--- src/rtl/cr_rst_seq_pkg.sv ---
// rtl/cr_rst_seq_pkg.sv - shared types and helpers for the reset release sequencer
package cr_rst_seq_pkg;

  typedef enum logic [1:0] {
    DELAY    = 2'd0,
    WAIT_ACK = 2'd1,
    DONE     = 2'd2
  } state_t;

  // Stage index width; a single-stage build still needs a 1-bit index.
  function automatic int idx_width(input int n_stages);
    return (n_stages <= 1) ? 1 : $clog2(n_stages);
  endfunction

endpackage

--- src/rtl/cr_rst_seq.sv ---
// rtl/cr_rst_seq.sv - reset release sequencer; optional ack timeout via CR_RST_SEQ_TIMEOUT_EN
module cr_rst_seq
  import cr_rst_seq_pkg::*;
#(
  parameter int N_STAGES    = 4,
  parameter int STAGE_DLY   = 16,
  parameter int CNT_W       = 8,
  parameter int ACK_TIMEOUT = 200
) (
  input  logic                clk,
  input  logic                rst,
  input  logic                soft_rst_req,
  input  logic [N_STAGES-1:0] stage_ack,
  output logic [N_STAGES-1:0] stage_rst_n,
  output logic                seq_done,
  output logic                busy,
  output logic                timeout_err
);

  localparam int IDX_W = idx_width(N_STAGES);
  localparam logic [IDX_W-1:0] LAST_IDX = IDX_W'(N_STAGES - 1);
  localparam logic [CNT_W-1:0] DLY_LAST = CNT_W'(STAGE_DLY - 1);

  state_t           state;
  logic [IDX_W-1:0] idx;
  logic [CNT_W-1:0] cnt;

  logic ack_hit;
  logic tmo_hit;

  // Only the acknowledge of the stage currently being waited on matters.
  assign ack_hit = stage_ack[idx];

`ifdef CR_RST_SEQ_TIMEOUT_EN
  localparam logic [CNT_W-1:0] TMO_LAST = CNT_W'(ACK_TIMEOUT - 1);
  // A stuck ack is treated as arrived once the wait budget runs out.
  assign tmo_hit = (cnt == TMO_LAST);
`else
  logic unused_tmo;
  assign unused_tmo = ACK_TIMEOUT[0];
  assign tmo_hit    = 1'b0;
`endif

  // Sequencer FSM with counter and registered outputs; soft request beats ack and count terminal.
  always_ff @(posedge clk or posedge rst) begin
    if (rst) begin
      state       <= DELAY;
      idx         <= '0;
      cnt         <= '0;
      stage_rst_n <= '0;
      seq_done    <= 1'b0;
      busy        <= 1'b1;
      timeout_err <= 1'b0;
    end else if (soft_rst_req) begin
      state       <= DELAY;
      idx         <= '0;
      cnt         <= '0;
      stage_rst_n <= '0;
      seq_done    <= 1'b0;
      busy        <= 1'b1;
    end else begin
      case (state)
        DELAY: begin
          if (cnt == DLY_LAST) begin
            stage_rst_n[idx] <= 1'b1;
            cnt              <= '0;
            state            <= WAIT_ACK;
          end else begin
            cnt <= cnt + 1'b1;
          end
        end
        WAIT_ACK: begin
          if (ack_hit || tmo_hit) begin
            if (!ack_hit) begin
              timeout_err <= 1'b1;
            end
            cnt <= '0;
            if (idx == LAST_IDX) begin
              state    <= DONE;
              seq_done <= 1'b1;
              busy     <= 1'b0;
            end else begin
              idx   <= idx + 1'b1;
              state <= DELAY;
            end
          end else begin
`ifdef CR_RST_SEQ_TIMEOUT_EN
            cnt <= cnt + 1'b1;
`else
            cnt <= cnt;
`endif
          end
        end
        DONE: begin
          state <= DONE;
        end
        default: begin
          state <= DELAY;
        end
      endcase
    end
  end

endmodule

--- config.mk ---
export PLATFORM = sky130hd
export DESIGN_NAME = cr_rst_seq
export DESIGN_NICKNAME = d
export VERILOG_FILES = /design/src/rtl/cr_rst_seq_pkg.sv /design/src/rtl/cr_rst_seq.sv
export SDC_FILE = /design/constraint.sdc
export NUM_CORES = 1
export LEC_CHECK = 0
export BUFFER_PORTS_ARGS = -buffer_cell sky130_fd_sc_hd__buf_4
export CORE_ASPECT_RATIO = 1.2
export CORE_UTILIZATION = 55
export CTS_CLUSTER_SIZE = 10
export DETAILED_ROUTE_END_ITERATION = 8
export HOLD_SLACK_MARGIN = 0.03
export PLACE_DENSITY_LB_ADDON = 0.15
export SLEW_MARGIN = 20
export SYNTH_ARGS = -nofsm -noshare
export SYNTH_HDL_FRONTEND = slang
export SYNTH_SLANG_ARGS = --single-unit
--- constraint.sdc ---
create_clock -name clk -period 1.9 [get_ports clk]
set_input_delay 0.38 -clock clk [delete_from_list [all_inputs] [get_ports clk]]
set_output_delay 0.38 -clock clk [all_outputs]
set_load 0.01 [all_outputs]
==> summary.md, run 1 <==
| Metric | Value |
|---|---|
| Vias | `779` |
| Ys async rst share | `100%` |
| Top cells by area, synth | `dfrtp_1 41%, ha_1 6.1%, mux2i_1 3.9%, a21oi_1 3.4%, o21ai_0 2.9%` |
| DP HPWL | `1410 um` |
| Final RePlAce weighted congestion | `0.794` |
| Crit-path max FO | `5` |
| Commonest non-fill, non-tap cell in the layout | `dfrtp_1` |
| Commonest cells after routing, fill and taps aside | `17 x dfrtp_1, 14 x buf_4, 8 x nor2_1` |
| Syn Area/Cell | `10.3 um^2` |
| Leak pwr | `0.545 nW` |
| Post-CTS Setup Inserts | `0` |
| Peak supply drop | `456 uV` |
| Post-Route Setup TNS | `0 ns` |
| WL per Instance | `approximately 14 um` |
| # clock sinks | `18` |
| Chip Width | `between 40 and 50 um` |
| Top Usage Layer GRT | `met2` |
| Fillers | `approximately 140` |
| Minimum clock period | `1.78 ns` |
| Initial Utilization | `between 60 and 70%` |
| Fin crit share | `about 93%` |
| Grt met3 use | `under 10%` |
| CTS tree | `done` |
| Count of final hold-check violations | `0` |
| Fmax | `563 MHz` |
| H-tree levels | `1` |
| Drc violations | `0` |
| Vias per cell | `5.95` |
| CP Capture Type | `flip-flop` |
| Layout cells sized above 1 | `21.2%` |
| YS warnings | `0` |
| Grt total ovfl | `0` |
| DIE HEIGHT | `49.3 um` |
| Routed Antenna Nets | `0` |
| Synth top area share | `41.5%` |
| Nets | `roughly 130` |
| First-pass GRT wire length | `roughly 3200 um` |
| Num rows | `16` |
| RSZ-0062 raised after global routing | `false` |
| Clk root buf | `clkbuf_4` |
| Worst-margin pin slew | `0.684 ns` |
| Total CTS buffers | `3` |
| Number of global-route vias before repair | `779` |
| Initial DRC count | `9` |
| Final Max Slew Viols | `0` |
| Diodes inserted | `0` |
| Net count after synthesis | `112` |
| WHS | `between 0.15 and 0.2 ns` |
| Clk buf depth | `2` |
| Worst-skew pair later-pin latency | `roughly 0.29 ns` |
| IO buf count | `12` |
| Register area share after synthesis | `44.0%` |
| Yosys top cell by area | `dfrtp_1` |
| Post-synth top flop | `dfrtp_1` |
| WP data required | `roughly 2.1 ns` |
| Critical Path Source Type | `flip-flop` |
| Floorplan core area | `1680 um^2` |
| GRT Total Usage | `20.4%` |
| Drt total wl | `between 1500 and 2000 um` |
| Final non-filler cell total | `131` |
| GRT met2 Usage | `37.8%` |
| Synthesized area | `between 1000 and 1500 um^2` |
| Max Cap Viol | `0` |
| DP Cell Count | `approximately 130` |
| Post-synthesis register bit count | `18` |
| Post-synth EDFFs | `0` |
| Area grow syn2layout | `12.3%` |
| Largest net degree at the start of global routing | `19` |
| Min-delay worst type | `in -> async` |
| Syn Inst Count | `100` |
| Number of I/O pins | `14` |
| Drt pass-1 iters | `4` |
| Clock Skews | `0.0213 ns` |
| Finish-stage setup viols | `0` |
| WP data arrival | `1.98 ns` |
| CP Class | `reg -> reg` |
| Clk pin slew, worst setup/hold paths | `0.11 ns` |
| Post-layout util | `68.5%` |
| Netlist cell types | `39` |
| Relative slew margins | `between 50% and 60%` |
| P per Cell Area | `553 nW/um^2` |
| Initial antenna violation count | `0` |
| M1 GR Usage | `23.6%` |
| Die area | `2040 um^2` |
| Outcome | `complete, no violations` |
==> synth_stat cells (2+ instances only) <==
master    number
a21oi_1        7
nand3_1        3
nor2b_1        4
nor2_1         8
nor3_1         3
nand2_1        3
inv_1          4
dfrtp_1       17
mux2i_1        4
nand4_1        2
nand2b_1       3
a221o_1        2
and3_1         3
o21ai_0        6
ha_1           5
and2_1         2
buf_2          2
==> per-layer routing <==
| metal | part of all wire [%] | routed length, um | up-vias |
|---|---|---|---|
| met5 | 0 | 0 | - |
| met1 | 44 | 832 | 373 |
| li1 | - | - | 388 |
| met4 | 0.74 | 14 | 0 |
| met2 | 52 | 993 | 16 |
| met3 | 2.8 | 54 | 2 |
==> flip-flops by register name (all words and copies together), names as in the netlist <==
signal,count
stage_rst_n,4
seq_done,1
busy,1
cnt,8
state,2
idx,2
==> path summary, 6_finish.rpt <==
path	start	end	slack (ns)	cells past startpoint
max	cnt[0]	cnt[7]	0.12	5
min	rst	stage_rst_n[0]	0.18	2
max reg2reg	cnt[0]	cnt[7]	0.12	5
min reg2reg	stage_rst_n[3]	stage_rst_n[3]	0.51	2
max in group asynchronous	rst	cnt[4]	1.26	2
min in group clk	soft_rst_req	idx[0]	0.34	2
==> worst max-delay path: stages (launching register included) <==
cell and delay [ns]:
dfrtp_1 0.43, ha_1 0.26, and3_1 0.25, and2_1 0.16, or3b_2 0.46, mux2i_1 0.13
==> logic make-up (layout without fill, tap and decap cells) <==
group	after synthesis	in the layout	synth area share, %
AOI/OAI and AO/OA	22	22	14.8
DFF	18	18	44.0
xor gates and xnor gates	1	1	0.854
buffers and inverters	9	22	4.63
adders and majority gates	5	5	6.10
muxes	5	5	6.46
other	1	1	0.366
and+or+nand+nor	39	39	22.8
==> stage by stage <==
| step | cell area, um^2 | worst slack [ns] | power, W |
|---|---|---|---|
| 2_1_floorplan | 1030 | 0.299 | 0.000432 |
| 3_3_place_gp | 1120 | 0.173 | 0.000449 |
| 3_5_place_dp | 1120 | 0.135 | 0.000451 |
| 4_1_cts | 1150 | 0.159 | 0.000644 |
| 5_1_grt | 1150 | 0.0185 | 0.000674 |
| 6_report | 1150 | 0.125 | 0.000638 |
==> where the power goes <==
part	internal (W)	switching, W
Sequential	0.000388	0.00000528
Combinational	0.0000215	0.0000289
Clock	0.0000814	0.000112
==> what timing repair did <==
item                                    4_1_cts  5_1_grt
hold buffers                                  0        0
endpoints found under the setup margin        0        2
endpoints found under the hold margin         0        0
resized for setup                             0        1
==> area by class of cell <==
cell class / instances / area [um^2] / share of cell area, %
Sequential cell: 18 / 452 / 39.2
Clock buffer: 4 / 26.3 / 2.28
Tap cell: 18 / 22.5 / 1.95
Inverter: 4 / 15.0 / 1.30
Timing Repair Buffer: 14 / 105 / 9.12
Multi-Input combinational cell: 73 / 532 / 46.1
No activity file was read; power rests on OpenSTA's default activity.
==> run 2: changes to the inputs <==
ABC_AREA = 1   (was default)
CORE_UTILIZATION = 56   (was 55)
==> summary.md, run 2 <==
| Metric | Value |
|---|---|
| Outcome | `complete, no violations` |
| Post-synth top flop | `dfrtp_1` |
| Total CTS buffers | `3 (unchanged)` |
| Worst-skew pair later-pin latency | `0.30 ns (about the same)` |
| Final Max Slew Viols | `0 (unchanged)` |
| Clk buf depth | `2 (unchanged)` |
| Most used cell along the critical path | `nand2_2` |
| WL per Instance | `12.0 um (-17%)` |
| Final RePlAce weighted congestion | `0.800 (+0.74%)` |
| Comb power frac | `20.0% (+12 points)` |
| Fmax | `712 MHz (+26%)` |
| Final worst slack | `0.496 ns (+0.371 ns)` |
| Post-Route Setup TNS | `0 ns (unchanged)` |
| First-pass GRT wire length | `3510 um (+7.9%)` |
| Most numerous cell in the Yosys netlist | `nand2_1` |
| Clock Skews | `0.00422 ns (-0.0171 ns)` |
| Count of final hold-check violations | `0 (unchanged)` |
| Nets | `171 (+36%)` |
| IO buf count | `12 (unchanged)` |
| Worst-path cell chain | `ha_1 -> nand2_2 -> nor2_2 -> nand3_2 -> nand2_2 -> nor2_1 -> nand3_1 -> nand2_1` |
| Drc violations | `0 (unchanged)` |
| Top cells by count, synth | `48 x nand2_1, 17 x dfrtp_1, 17 x nand3_1, 16 x nor2_1, 12 x inv_1` |
| Synthesized area | `1080 um^2 (+5.4%)` |
| Register area share after synthesis | `41.8% (-2.2 points)` |
| Clk pwr share | `27.8% (-2.6 points)` |
| CP Capture Type | `flip-flop` |
| Top cells by area, synth | `dfrtp_1 39%, nand2_1 17%, nand3_1 7.9%, ha_1 5.8%, nor2_1 5.6%` |
| Ys async rst share | `100% (unchanged)` |
| Largest delay share family, worst path | `simple AND/OR/NAND/NOR gates` |
| Reg area | `452 um^2 (unchanged)` |
| Diodes inserted | `0 (unchanged)` |
| Minimum clock period | `1.40 ns (-0.371 ns)` |
| Slowest stage cell, crit path | `dfrtp_1` |
| Post-layout util | `66.0% (-2.5 points)` |
| Synth top area share | `39.4% (-2.1 points)` |
| Clk pin slew, worst setup/hold paths | `0.10 ns (about the same)` |
| Reg power frac | `52.2% (-9.5 points)` |
| Netlist cell types | `24 (-38%)` |
| NetSw | `0.000263 W (+80%)` |
| WP data arrival | `1.60 ns (-0.38 ns)` |
| Largest Register | `cnt` |
| Fin crit share | `73.9% (-20 points)` |
| WP data required | `2.10 ns (about the same)` |
| Leak pwr | `0.635 nW (+17%)` |
| Commonest non-fill, non-tap cell in the layout | `nand2_1` |
| Max FFs per register | `8 (unchanged)` |
| RSZ-0062 raised after global routing | `false` |
| Grt total ovfl | `0 (unchanged)` |
| Min-delay worst type | `in -> async` |
| Post-CTS Setup Inserts | `0 (unchanged)` |
| Buffer and inverter count on the worst path | `0 (unchanged)` |
| Max Cap Viol | `0 (unchanged)` |
| Critical Path Source Type | `flip-flop` |
| Sw Ratio | `31.0% (+8.0 points)` |
| GRT Total Usage | `21.9% (+1.4 points)` |
| Finish-stage setup viols | `0 (unchanged)` |
| # clock sinks | `18 (unchanged)` |
| Dpl cell area | `1170 um^2 (+4.5%)` |
| Worst-margin pin slew | `0.666 ns (-0.0180 ns)` |
| Post-synth EDFFs | `0 (unchanged)` |
| H-tree levels | `1 (unchanged)` |
| Syn Area/Cell | `7.46 um^2 (-27%)` |
| Syn Inst Count | `145 (+45%)` |
| Chip Width | `42.1 um (+1.7%)` |
| CP Class | `reg -> reg` |
| Drt total wl | `2120 um (+12%)` |
| Routed Antenna Nets | `0 (unchanged)` |
| Post_cts resized | `0 (unchanged)` |
| Crit-path max FO | `7 (+2)` |
| Flop2flop setup slack | `0.50 ns (+0.37 ns)` |
| DIE HEIGHT | `50.1 um (+1.7%)` |
| Post-synthesis register bit count | `18 (unchanged)` |
| Yosys top cell by area | `dfrtp_1` |
| Largest net degree at the start of global routing | `19 (unchanged)` |
| Relative slew margins | `55.6% (+1.2 points)` |
| Peak supply drop | `468 uV (+2.7%)` |
| Floorplan core area | `1830 um^2 (+8.8%)` |
| Setup Slack @ Placement | `0.486 ns (+0.351 ns)` |
| Area of the multi-input gates | `549 um^2 (+3.3%)` |
| Layout cells sized above 1 | `20.3% (-0.99 points)` |
| Initial antenna violation count | `0 (unchanged)` |
| Initial DRC count | `27 (+18)` |
| Internal | `0.000586 W (+19%)` |
| Number of I/O pins | `14 (unchanged)` |
| Area grow syn2layout | `11.7%` |
| Net count after synthesis | `157 (+40%)` |
| Crit path largest cell delay | `0.42 ns (-0.04 ns)` |
| Initial Utilization | `59.1% (-1.9 points)` |
| Die area | `2110 um^2 (+3.3%)` |
| Num rows | `17 (+1)` |
| Drt pass-1 iters | `4 (unchanged)` |
| P per Cell Area | `703 nW/um^2 (+27%)` |
| Finished Cell Area | `1210 um^2 (+4.8%)` |
| Commonest cells after routing, fill and taps aside | `48 x nand2_1, 17 x nand3_1, 17 x dfrtp_1` |
| Hold_buf cts | `0 (unchanged)` |
| YS warnings | `0 (unchanged)` |
| DP HPWL | `1630 um (+15%)` |
| CTS tree | `done` |
| Number of global-route vias before repair | `853 (+9.5%)` |
| Vias per cell | `5.14 (-14%)` |
| Vias | `909 (+17%)` |
| Clk root buf | `clkbuf_4` |
| Fillers | `161 (+13%)` |
| Largest regs | `cnt (8), stage_rst_n (4)` |
==> run 2: cell count changes after synthesis, sizes merged, moves of 3 or more <==
cell	change
a21oi	-6
and3	-3
inv	+11
mux2i	-4
nand2	+51
nand2b	-3
nand3	+16
nor2	+11
nor2b	-4
==> run 2: cells by family (layout without fill, tap and decap cells) <==
family          count (synthesis)  after routing  share of synthesized area, %
xor+xnor                        3              3                          2.43
buf+inv                        18             31                          7.41
other cells                     1              1                         0.347
fa+ha+maj                       5              5                          5.79
flops                          18             18                          41.8
simple gates                   93             93                          38.1
compound gates                  7              7                          4.17
==> run 2: path summary, 6_finish.rpt <==
kind | start | end | cells after the start
worst max-delay path | cnt[0] | cnt[5] | 8
worst min register to register | stage_rst_n[0] | stage_rst_n[0] | 2
worst max register to register | cnt[0] | cnt[5] | 8
worst min-delay path | rst | cnt[4] | 2
min in group clk | soft_rst_req | stage_rst_n[1] | 2
max in group asynchronous | rst | cnt[7] | 2
==> run 2: per-stage QoR <==
stage	total power [W]	hold slack [ns]	instances
3_5_place_dp	0.000623	0.485	173
5_1_grt	0.000901	0.241	177
4_1_cts	0.000857	0.196	177
3_3_place_gp	0.000614	0.473	173
6_report	0.000849	0.174	177
2_1_floorplan	0.000576	0.318	145
==> run 2: power by group through the flow <==
stage / Combinational [W] / Sequential (W) / Clock [W]
final: 0.000170 / 0.000443 / 0.000236
after global routing: 0.000205 / 0.000447 / 0.000249
after CTS: 0.000173 / 0.000444 / 0.000240
after detailed placement: 0.000172 / 0.000452 / 0
after global placement: 0.000165 / 0.000449 / 0
after floorplan: 0.000134 / 0.000442 / 0
==> run 2: layout make-up <==
cell class / instances / area share (%)
tap: 19 / 1.97
multi-input combinational: 109 / 45.5
clock buffer: 4 / 3.01
timing repair buffer: 12 / 7.46
sequential: 18 / 37.4
inverter: 15 / 4.66
==> run 2: layer usage <==
metal / share of wire, % / wire length, um / global-route usage [%] / vias to the layer above
met5: 0 / 0 / 0 / -
met4: 1.8 / 38 / 9.38 / 0
met3: 1.6 / 33 / 2.16 / 5
met2: 54 / 1130 / 40.9 / 11
met1: 43 / 911 / 25.0 / 421
li1: - / - / - / 472
==> run 3: changes to the inputs <==
clock period = 1.3 ns   (was 1.9 ns; I/O delays follow)
==> summary.md, run 3 (same netlist as run 2, synthesis figures left out) <==
| Metric | Value |
|---|---|
| Outcome | `finished, violations left` |
| Failing checks | `setup timing` |
| First-pass GRT wire length | `3910 um (+12%)` |
| Area of the multi-input gates | `627 um^2 (+14%)` |
| Area grow syn2layout | `26.0%` |
| Commonest non-fill, non-tap cell in the layout | `nand2_1` |
| CP Class | `reg -> reg` |
| Reg power frac | `47.8% (-4.4 points)` |
| WP data arrival | `1.57 ns (-0.03 ns)` |
| Die area | `2110 um^2 (unchanged)` |
| Layout cells sized above 1 | `32.9% (+13 points)` |
| Max Cap Viol | `0 (unchanged)` |
| Clk root buf | `clkbuf_4` |
| NetSw | `0.000463 W (+76%)` |
| Largest net degree at the start of global routing | `19 (unchanged)` |
| Dpl cell area | `1240 um^2 (+5.8%)` |
| Commonest cells after routing, fill and taps aside | `45 x nand2_1, 22 x buf_4, 15 x dfrtp_1` |
| Final worst slack | `-0.0222 ns (-0.518 ns)` |
| Initial antenna violation count | `0 (unchanged)` |
| P per Cell Area | `998 nW/um^2 (+42%)` |
| Grt total ovfl | `0 (unchanged)` |
| Fin crit share | `102% (+28 points)` |
| GRT Total Usage | `23.9% (+2.0 points)` |
| IO buf count | `12 (unchanged)` |
| Critical Path Source Type | `flip-flop` |
| CP Capture Type | `flip-flop` |
| Drt total wl | `2410 um (+14%)` |
| Clk buf depth | `2 (unchanged)` |
| Comb power frac | `30.7% (+11 points)` |
| Fillers | `142 (-12%)` |
| Post-Route Setup TNS | `-0.104 ns (-0.104 ns)` |
| Finish-stage setup viols | `7 (+7)` |
| Finished Cell Area | `1360 um^2 (+13%)` |
| Num rows | `17 (unchanged)` |
| Fmax | `756 MHz (+6.2%)` |
| Floorplan core area | `1830 um^2 (unchanged)` |
| Crit-path max FO | `7 (unchanged)` |
| Largest Register | `cnt` |
| Chip Width | `42.1 um (unchanged)` |
| Clk pin slew, worst setup/hold paths | `0.11 ns (about the same)` |
| DIE HEIGHT | `50.1 um (unchanged)` |
| Drc violations | `0 (unchanged)` |
| WL per Instance | `12.7 um (+6.6%)` |
| Max FFs per register | `8 (unchanged)` |
| Sw Ratio | `34.1% (+3.1 points)` |
| Peak supply drop | `1070 uV (+130%)` |
| Total CTS buffers | `3 (unchanged)` |
| Reg area | `454 um^2 (+0.55%)` |
| Vias per cell | `5.35 (+4.3%)` |
| # clock sinks | `18 (unchanged)` |
| Min-delay worst type | `in -> reg` |
| Initial DRC count | `22 (-19%)` |
| Number of global-route vias before repair | `953 (+12%)` |
| WP data required | `1.55 ns (-0.55 ns)` |
| Final Max Slew Viols | `0 (unchanged)` |
| H-tree levels | `1 (unchanged)` |
| Internal | `0.000896 W (+53%)` |
| Final RePlAce weighted congestion | `0.866 (+8.2%)` |
| WHS | `0.144 ns (-0.0301 ns)` |
| Largest regs | `cnt (8), stage_rst_n (4)` |
| RSZ-0062 raised after global routing | `true` |
| Leak pwr | `0.687 nW (+8.2%)` |
| Initial Utilization | `59.1% (unchanged)` |
| CTS tree | `done` |
| Nets | `183 (+7.0%)` |
| Minimum clock period | `1.32 ns (-0.0819 ns)` |
| Diodes inserted | `0 (unchanged)` |
| Drt pass-1 iters | `4 (unchanged)` |
| Number of I/O pins | `14 (unchanged)` |
| Clk pwr share | `21.5% (-6.3 points)` |
| Count of final hold-check violations | `0 (unchanged)` |
| Vias | `1012 (+11%)` |
| DP HPWL | `1660 um (+1.9%)` |
| Clock Skews | `0.00925 ns (+0.00503 ns)` |
| Routed Antenna Nets | `0 (unchanged)` |
| Worst-skew pair later-pin latency | `0.30 ns (about the same)` |
run 3: changes by cell type in the layout (fill, tap and decap cells not counted), moves of 2 or more:
cell	previous run	this run
nor2_2	2	5
nand3_1	17	13
nand2_4	0	3
nand3_2	2	6
nand2_1	48	45
nor2_1	16	12
buf_4	12	22
dfrtp_1	17	15
dfrtp_2	0	2
run 3: critical path, stage by stage, from the launching register on:
cell	delay, ns
dfrtp_1	0.41
inv_1	0.11
nor2_4	0.06
nor2_1	0.27
nand2_4	0.14
nor2_1	0.14
nand3_1	0.07
nand2_1	0.06
run 3: per-layer routing:
metal / global-route usage (%) / wire [um] / vias up
met4: 8.85 / 29 / 0
met2: 46.1 / 1390 / 21
met5: 0 / 0 / -
li1: - / - / 498
met3: 2.52 / 58 / 4
met1: 26.6 / 926 / 489
run 3: area by class of cell:
cell class	instances	share of cell area, %
tap	19	1.74
timing repair buffer	23	12.9
sequential	18	33.3
multi-input combinational	110	46.0
inverter	15	4.13
clock buffer	4	1.93
run 3: final timing paths:
path | start | end | slack, ns | depth (start not counted)
hold / removal | soft_rst_req | stage_rst_n[1] | 0.14 | 2
setup / recovery | state[0] | cnt[6] | -0.02 | 7
max in group asynchronous | rst | busy | 0.51 | 4
min in group asynchronous | rst | stage_rst_n[0] | 0.52 | 4
hold reg to reg | stage_rst_n[2] | stage_rst_n[2] | 0.50 | 2
setup reg to reg | state[0] | cnt[6] | -0.02 | 7
run 3: per-stage QoR:
stage	power, W	setup WS, ns	instances	utilization (%)
5_1_grt	0.00143	-0.115	189	74.5
4_1_cts	0.00128	0.00417	187	70.4
6_report	0.00136	-0.0222	189	74.5
3_5_place_dp	0.000967	-0.0812	182	67.7
3_3_place_gp	0.000953	-0.0240	182	67.7
2_1_floorplan	0.000842	0.0622	145	-
run 3: power groups by stage:
stage	combinational [W]	clock [W]	sequential, W
floorplan	0.000196	0	0.000646
global placement	0.000301	0	0.000652
detailed placement	0.000313	0	0.000654
CTS	0.000326	0.000306	0.000643
global route	0.000460	0.000316	0.000658
finish	0.000417	0.000292	0.000650
run 3: what timing repair did:
item / in CTS / in global routing
gates cloned: 0 / 1
hold buffers: 1 / 0
hold endpoints to repair: 17 / 0
setup endpoints to repair: 8 / 16
pin swaps: 0 / 4
resized for setup: 2 / 17
buffers inserted: 0 / 1
